## config.mk

```make
export PLATFORM = sky130hd
export DESIGN_NAME = dip_switch_regs
export DESIGN_NICKNAME = d
export VERILOG_FILES = /design/src/rtl/dip_switch_regs.sv
export SDC_FILE = /design/constraint.sdc
export NUM_CORES = 1
export LEC_CHECK = 0
export ABC_AREA = 1
export CAP_MARGIN = 20
export CORE_AREA = 2 2 108 110
export CTS_CLUSTER_DIAMETER = 100
export CTS_CLUSTER_SIZE = 25
export DETAILED_ROUTE_END_ITERATION = 16
export DIE_AREA = 0 0 110 112
export PLACE_DENSITY_LB_ADDON = 0.08
export SLEW_MARGIN = 20
export SYNTH_ARGS = -nofsm -noshare
export SYNTH_HDL_FRONTEND = slang
export SYNTH_SLANG_ARGS = --single-unit
```

## constraint.sdc

```tcl
create_clock -name clk -period 4.17 [get_ports clk]
set_input_delay 0.417 -clock clk [delete_from_list [all_inputs] [get_ports clk]]
set_output_delay 0.417 -clock clk [all_outputs]
set_load 0.02 [all_outputs]
```

## src/rtl/dip_switch_regs.sv

```systemverilog
// Staged/active DIP-switch register file with a safe-point commit and an optional core reset pulse.
// State | meaning: IDLE = no commit outstanding; PENDING = waiting for apply_ok; APPLY = copy staged to active; HOLD = core_reset_req asserted.
module dip_switch_regs #(
  parameter int                         NUM_BANKS      = 2,
  parameter int                         DIP_W          = 20,
  parameter logic [31:0]                BASE_ADDR      = 32'hF000_0000,
  parameter logic [NUM_BANKS*DIP_W-1:0] DEFAULT        = '0,
  parameter bit                         RESET_ON_APPLY = 1'b1,
  parameter int                         RESET_CYCLES   = 16
) (
  input  logic                         clk,
  input  logic                         reset,
  input  logic [31:0]                  bridge_addr,
  input  logic                         bridge_wr,
  input  logic [31:0]                  bridge_wr_data,
  input  logic                         bridge_rd,
  output logic [31:0]                  bridge_rd_data,
  input  logic                         apply_ok,
  output logic [NUM_BANKS*DIP_W-1:0]   dip_active,
  output logic                         dip_changed,
  output logic                         pending,
  output logic                         core_reset_req
);

  localparam logic [1:0] IDLE    = 2'd0;
  localparam logic [1:0] PENDING = 2'd1;
  localparam logic [1:0] APPLY   = 2'd2;
  localparam logic [1:0] HOLD    = 2'd3;

  localparam int             CW        = $clog2(RESET_CYCLES + 1);
  localparam logic [CW-1:0]  CNT_LOAD  = CW'(RESET_CYCLES);
  localparam logic [31:0]    CTRL_ADDR = BASE_ADDR + 32'(4 * NUM_BANKS);

  logic [1:0]                 state_q, state_d;
  logic [NUM_BANKS*DIP_W-1:0] staged_q, staged_d;
  logic [NUM_BANKS*DIP_W-1:0] active_q, active_d;
  logic [CW-1:0]              cnt_q, cnt_d;
  logic                       rearm_q, rearm_d;
  logic                       changed_q;
  logic [31:0]                rd_data_q, rd_data_d;

  logic ctrl_hit, commit_wr, revert_wr, rearm_now;
  logic unused_wr_bits;

  assign unused_wr_bits = ^bridge_wr_data;

  assign ctrl_hit  = bridge_wr && (bridge_addr == CTRL_ADDR);
  // Revert wins over commit when both bits are written together.
  assign revert_wr = ctrl_hit && bridge_wr_data[1];
  assign commit_wr = ctrl_hit && bridge_wr_data[0] && !bridge_wr_data[1];
  assign rearm_now = rearm_q || (commit_wr && (state_q == APPLY || state_q == HOLD));

  always_comb begin
    staged_d = staged_q;
    if (revert_wr && state_q == IDLE) staged_d = active_q;
    for (int i = 0; i < NUM_BANKS; i++) begin
      if (bridge_wr && bridge_addr == BASE_ADDR + 32'(4 * i))
        staged_d[i*DIP_W +: DIP_W] = bridge_wr_data[DIP_W-1:0];
    end
  end

  always_comb begin
    state_d  = state_q;
    active_d = active_q;
    cnt_d    = cnt_q;
    rearm_d  = rearm_q;
    case (state_q)
      IDLE:    if (commit_wr) state_d = PENDING;
      PENDING: if (apply_ok) state_d = APPLY;
      APPLY: begin
        active_d = staged_q;
        rearm_d  = rearm_now;
        if (RESET_ON_APPLY) begin
          state_d = HOLD;
          cnt_d   = CNT_LOAD;
        end else if (rearm_now) begin
          state_d = PENDING;
          rearm_d = 1'b0;
        end else begin
          state_d = IDLE;
        end
      end
      default: begin
        rearm_d = rearm_now;
        cnt_d   = cnt_q - 1'b1;
        if (cnt_q == CW'(1)) begin
          if (rearm_now) begin
            state_d = PENDING;
            rearm_d = 1'b0;
          end else begin
            state_d = IDLE;
          end
        end
      end
    endcase
  end

  always_comb begin
    rd_data_d = '0;
    if (bridge_addr == CTRL_ADDR) rd_data_d = {29'b0, rearm_q, core_reset_req, pending};
    for (int i = 0; i < NUM_BANKS; i++) begin
      if (bridge_addr == BASE_ADDR + 32'(4 * i))
        rd_data_d = 32'(staged_q[i*DIP_W +: DIP_W]);
    end
  end

  always_ff @(posedge clk or posedge reset) begin
    if (reset) begin
      state_q   <= IDLE;
      staged_q  <= DEFAULT;
      active_q  <= DEFAULT;
      cnt_q     <= '0;
      rearm_q   <= 1'b0;
      changed_q <= 1'b0;
      rd_data_q <= '0;
    end else begin
      state_q   <= state_d;
      staged_q  <= staged_d;
      active_q  <= active_d;
      cnt_q     <= cnt_d;
      rearm_q   <= rearm_d;
      changed_q <= (state_q == APPLY);
      if (bridge_rd) rd_data_q <= rd_data_d;
    end
  end

  assign bridge_rd_data = rd_data_q;
  assign dip_active     = active_q;
  assign dip_changed    = changed_q;
  assign pending        = (state_q == PENDING);
  assign core_reset_req = (state_q == HOLD);

endmodule

```

Word-level counts from Yosys, hierarchy flattened
Cells that the tools add are included.
{ "classes": {"add_sub_neg": 1, "reduce_logical": 17, "mux": 14, "eq_ne": 9} }
{ "ops": {"columns": ["cell", "n"], "rows": [
  ["$eq A32 B32 Y1 const B", 3],
  ["$mux W32", 2],
  ["$mux W20", 2],
  ["$mux W40", 1],
  ["$pmux W5 S2", 1],
  ["$logic_and A1 B1 Y1", 8],
  ["$mux W2", 3],
  ["$pmux W2 S3", 1],
  ["$eq A5 B1 Y1 const B", 1],
  ["$sub A5 B1 Y5 const B", 1],
  ["$eq A2 B2 Y1 const B", 2],
  ["$ne A2 B2 Y1 const B", 2],
  ["$reduce_bool A2 Y1", 2],
  ["$reduce_bool A4 Y1", 1],
  ["$mux W3", 1],
  ["$reduce_and A3 Y1", 1],
  ["$eq A2 B1 Y1 const B", 1],
  ["$logic_not A2 Y1", 1],
  ["$logic_or A1 B1 Y1", 2],
  ["$mux W1", 2],
  ["$pmux W1 S2", 1],
  ["$reduce_or A2 Y1", 1],
  ["$logic_not A1 Y1", 1]
]} }
{ "word_totals": {"input_bits": 69, "word_cells": 49, "regBits": 121, "output_inout_bits": 75} }

Logic depth before layout (Yosys ltp)
{ "logic_depth": {"word_depth": 9, "ltp_mapped": 12, "depth_no_buf": 12} }

Least setup slack after synthesis
Ideal clock, no wire load.
{ "synth_timing": {"path_type": "register to register", "from": "reg state_q[1]", "to": "reg state_q[0]", "t_required_ns": 4.053, "setup_time_ns": 0.117, "n_path_buf": 0, "setup_slack_ns": 2.559, "period_less_slack_ns": 1.611, "stages_incl_launch_ff": 11, "t_arrival_ns": 1.494, "cell_sequence": "dfrtp_1 -> inv_1 -> ha_1 -> nor2_1 -> nand2_1 -> nor2_1 -> a21oi_1 -> nand2_1 -> nor2_1 -> nand2_1 -> nand2_1"} }
{ "synth_between": {"word_cells_on_any_way": 14, "classes_between": "5 x eq/ne; 3 x mux; 6 x reduce/logical"} }
{ "synth_rtl": {"columns": ["item", "line_no", "text"], "rows": [
  ["start: declaration", "34", "logic [1:0] state_q, state_d;"],
  ["start signal: assignment", "117", "state_q <= state_d;"],
  ["$eq A2 B1 Y1 *", null, null],
  ["named net pending", "21", "output logic pending,"],
  ["$reduce_bool A4 Y1 (no line) / $ne A2 B2 Y1 (equally long branches)", null, null],
  ["$reduce_and A3 Y1 (no line)", null, null]
]} }
The timed path passes the listed nets; every way through them passes the cells marked *. The select of a mux whose other input is x is not followed.
A chain may end at the register's enable or synchronous reset.

Worst setup path after layout
{ "layout_timing": {"from": "in bridge_addr[23]", "to": "reg staged_q[24]"} }
{ "layout_between": {"elab_chain_len": 5, "word_cells_on_any_way": 8, "classes_between": "2 x eq/ne; 1 x mux; 5 x reduce/logical"} }
{ "layout_rtl": {"columns": ["item", "line_no", "text"], "rows": [
  ["start: declaration", "13", "input logic [31:0] bridge_addr,"],
  ["$eq A32 B32 Y1", "47", "assign ctrl_hit = bridge_wr && (bridge_addr == CTRL_ADDR);"],
  ["$logic_and A1 B1 Y1", "47", null],
  ["$logic_and A1 B1 Y1", "49", "assign revert_wr = ctrl_hit && bridge_wr_data[1];"],
  ["$logic_and A1 B1 Y1", "55", "if (revert_wr && state_q == IDLE) staged_d = active_q;"],
  ["$reduce_bool A2 Y1 (no line)", null, null],
  ["end signal: assignment", "118", "staged_q <= staged_d;"],
  ["end: declaration", "35", "logic [NUM_BANKS*DIP_W-1:0] staged_q, staged_d;"]
]} }
Several ways; a longest one is shown, not always the timed one.

==> out/qor.yml <==
p_seq_share_pct: 44.5
dr_total_vias: 4816
ys_seq_area_share_pct: 50.9
critPathLaunchType: "input port"
grt_max_degree: 67
yosys.area.top_type: "dfrtp_1"
clkPwrFrac_pct: 34.9
finalCoreUtilization_pct: 61.4
max-clock-path-buffers: 2
layoutNonFillerInstCount: 968
min_from: "staged_q[27]"
cts_root_buf: "clkbuf_16"
synth_top_area_share_pct: 50.9
grt_pass1_wl_um: 22400
cts_resized: 0
ys_types: 25
report.final.slew_viol_count: 0
cp_slowest_stage_delay_ns: 0.48
critPathRequiredTime_ns: 4.46
outcome: "finished, final reports clean"
cts_tree: "yes"
io_pins: 144
yosys-top-cells-area: "dfrtp_1, nand2_1, inv_1"
hpwl_um: 9320
start_util_pct: 48.0
gr-total-overflow: 0
critPathMaxFanout: 41
tightest_slew_ns: 1.03
fin_area_um2: 6870
layout_commonest_cell: "nand2_1"
insertion_delay_ns: 0.35
crit_type: "input port to flip-flop"
num_rows: 39
power.density_nw_per_um2: 367
r2r-start: "state_q[0]"
hold_class: "flip-flop to flip-flop"
avgSynthCellArea_um2: 7.49
cts.htree.levels: 3
cts.clk_slew.worst_paths_ns: 0.07
wirelength_um: 13800
p_comb_share_pct: 20.6
diodes: 0
arrival_ns: 3.05
antenna_found_initial: 0
rsz0062_at_grt: "false"
viasPerCell: 4.98
min_period_ns: 2.76
p_leak_nw: 3.41
die_area_um2: 12300
crit_slowest_cell: "inv_2"
ys_seq_elements: 109
end_kind: "flip-flop"
setup_violations: 0
netSwitchingPower_uw: 762
die_h_um: 112
ys_warn_count: 0
gp_congestion: 0.813
switching_share_pct: 30.3
slew_headroom_pct: 30.8
placed_cells: 952
avgRoutedWirePerCell_um: 14.2
drt_iter0_markers: 401
hold_violations: 0
synthToLayoutAreaGrowth_pct: 28.1
grt_pass1_vias: 4594
fin_setup_tns_ns: 0
internal_power_mw: 1.75
critPathLaunch: "bridge_addr[23]"
path_buf_inv: 5
port_buffers: 119
final_layout_size_suffix_gt1_share_pct: 4.61
max_freq_ghz: 0.362
numCtsBuffers: 9
min_period_over_period_pct: 66.3
finalClockSkew_ns: 0.00698
die_w_um: 110
ctsHoldBuffers: 0
cp_cell_sequence: "clkdlybuf4s50_1 -> nor2_1 -> nand2_1 -> nor2_1 -> nand2_1 -> inv_1 -> buf_4 -> nand3_2 -> buf_4 -> nand2_2 -> inv_2 -> nand2_1 -> nand2_1"
core_um2: 11200
syn_inst: 715
synth_area_um2: 5360
postRouteAntennaNets: 0
grt_usage_pct: 23.3
crit_family: "buffers and inverters"
crit_top_cell: "nand2_1"
drc: 0
post_cts_buffers: 0
ir_drop_mv: 0.338
layout_common_cells: "nand2_1, clkdlybuf4s50_1, dfrtp_1"
drt-pass1-iter-count: 5
cts_sinks: 109
cap_violations: 0
post_dp_cell_area_um2: 6570
final_nets: 895
[cell usage after synthesis (all sizes together)]
master / count
conb: 1
clkbuf: 12
nor2: 28
o32ai: 1
nand4: 4
o21ai: 80
a21oi: 5
ha: 6
nand2: 344
inv: 68
or2: 1
nor3: 2
buf: 33
dfrtp: 109
o22ai: 1
nand3: 20
[power by group through the flow]
stage | Sequential (mW) | Combinational, mW | Clock [mW]
floorplan | 1.14 | 0.343 | 0
global placement | 1.14 | 0.508 | 0
detailed placement | 1.14 | 0.519 | 0
CTS | 1.12 | 0.522 | 0.891
global route | 1.12 | 0.580 | 0.939
finish | 1.12 | 0.517 | 0.879
[routing by layer]
layer | global-route usage [%] | part of all wire, % | vias up
met3 | 4.92 | 8.2 | 9
met2 | 35.5 | 45 | 183
met5 | 0 | 0 | -
li1 | - | - | 2370
met4 | 5.15 | 0.74 | 0
met1 | 34.4 | 46 | 2254
[path summary, 6_finish.rpt]
kind                                     end  slack (ns)  cells past startpoint
min                             staged_q[27]        0.49                      2
max in group asynchronous       staged_q[15]        2.75                      3
max reg2reg                       state_q[0]        1.60                     10
min reg2reg                     staged_q[27]        0.49                      2
min in group asynchronous  bridge_rd_data[4]        0.59                      2
max                             staged_q[24]        1.41                     13
[sequential cells by signal (all words and copies together), names as in the netlist]
name and cells:
dip_active 40, cnt_q 5, bridge_rd_data 20, dip_changed 1, rearm_q 1, state_q 2, staged_q 40
[layout make-up]
type                       count  area (µm²)
clock buffer                  12         246
clock inverter                 4        56.3
fill                        1047        4310
inverter                      68         258
multi-input combinational    504        2140
sequential                   109        2730
tap                          143         179
timing repair buffer         128        1250
[kinds of logic (layout without fill, tap and decap cells)]
logic type               count (synthesis)  count (layout)  synth area share, %
flip-flops                             109             109                 50.9
AO/OA/AOI/OAI                           87              87                 8.22
other                                    1              12               0.0700
adder cells (fa/ha/maj)                  6               6                 1.40
AND/OR/NAND/NOR                        399             399                 29.6
buffers and inverters                  113             212                 9.85
[stage by stage]
step	power (mW)	worst slack (ns)	hold WS, ns
global placement	1.65	1.09	0.461
detailed placement	1.66	1.01	0.468
finish	2.52	1.41	0.488
CTS	2.53	1.38	0.489
floorplan	1.48	0.879	0.449
global route	2.64	1.18	0.518
[worst register-to-register path, stage by stage (launching register included)]
cell and delay (ns):
dfrtp_1 0.42, inv_1 0.10, ha_1 0.17, clkinv_1 0.80, nand2_1 0.45, nor2_1 0.08, a21oi_1 0.17, nand2_1 0.12
nor2_1 0.09, nand2_1 0.05, nand2_1 0.05
(Power assumes the default switching activity.)
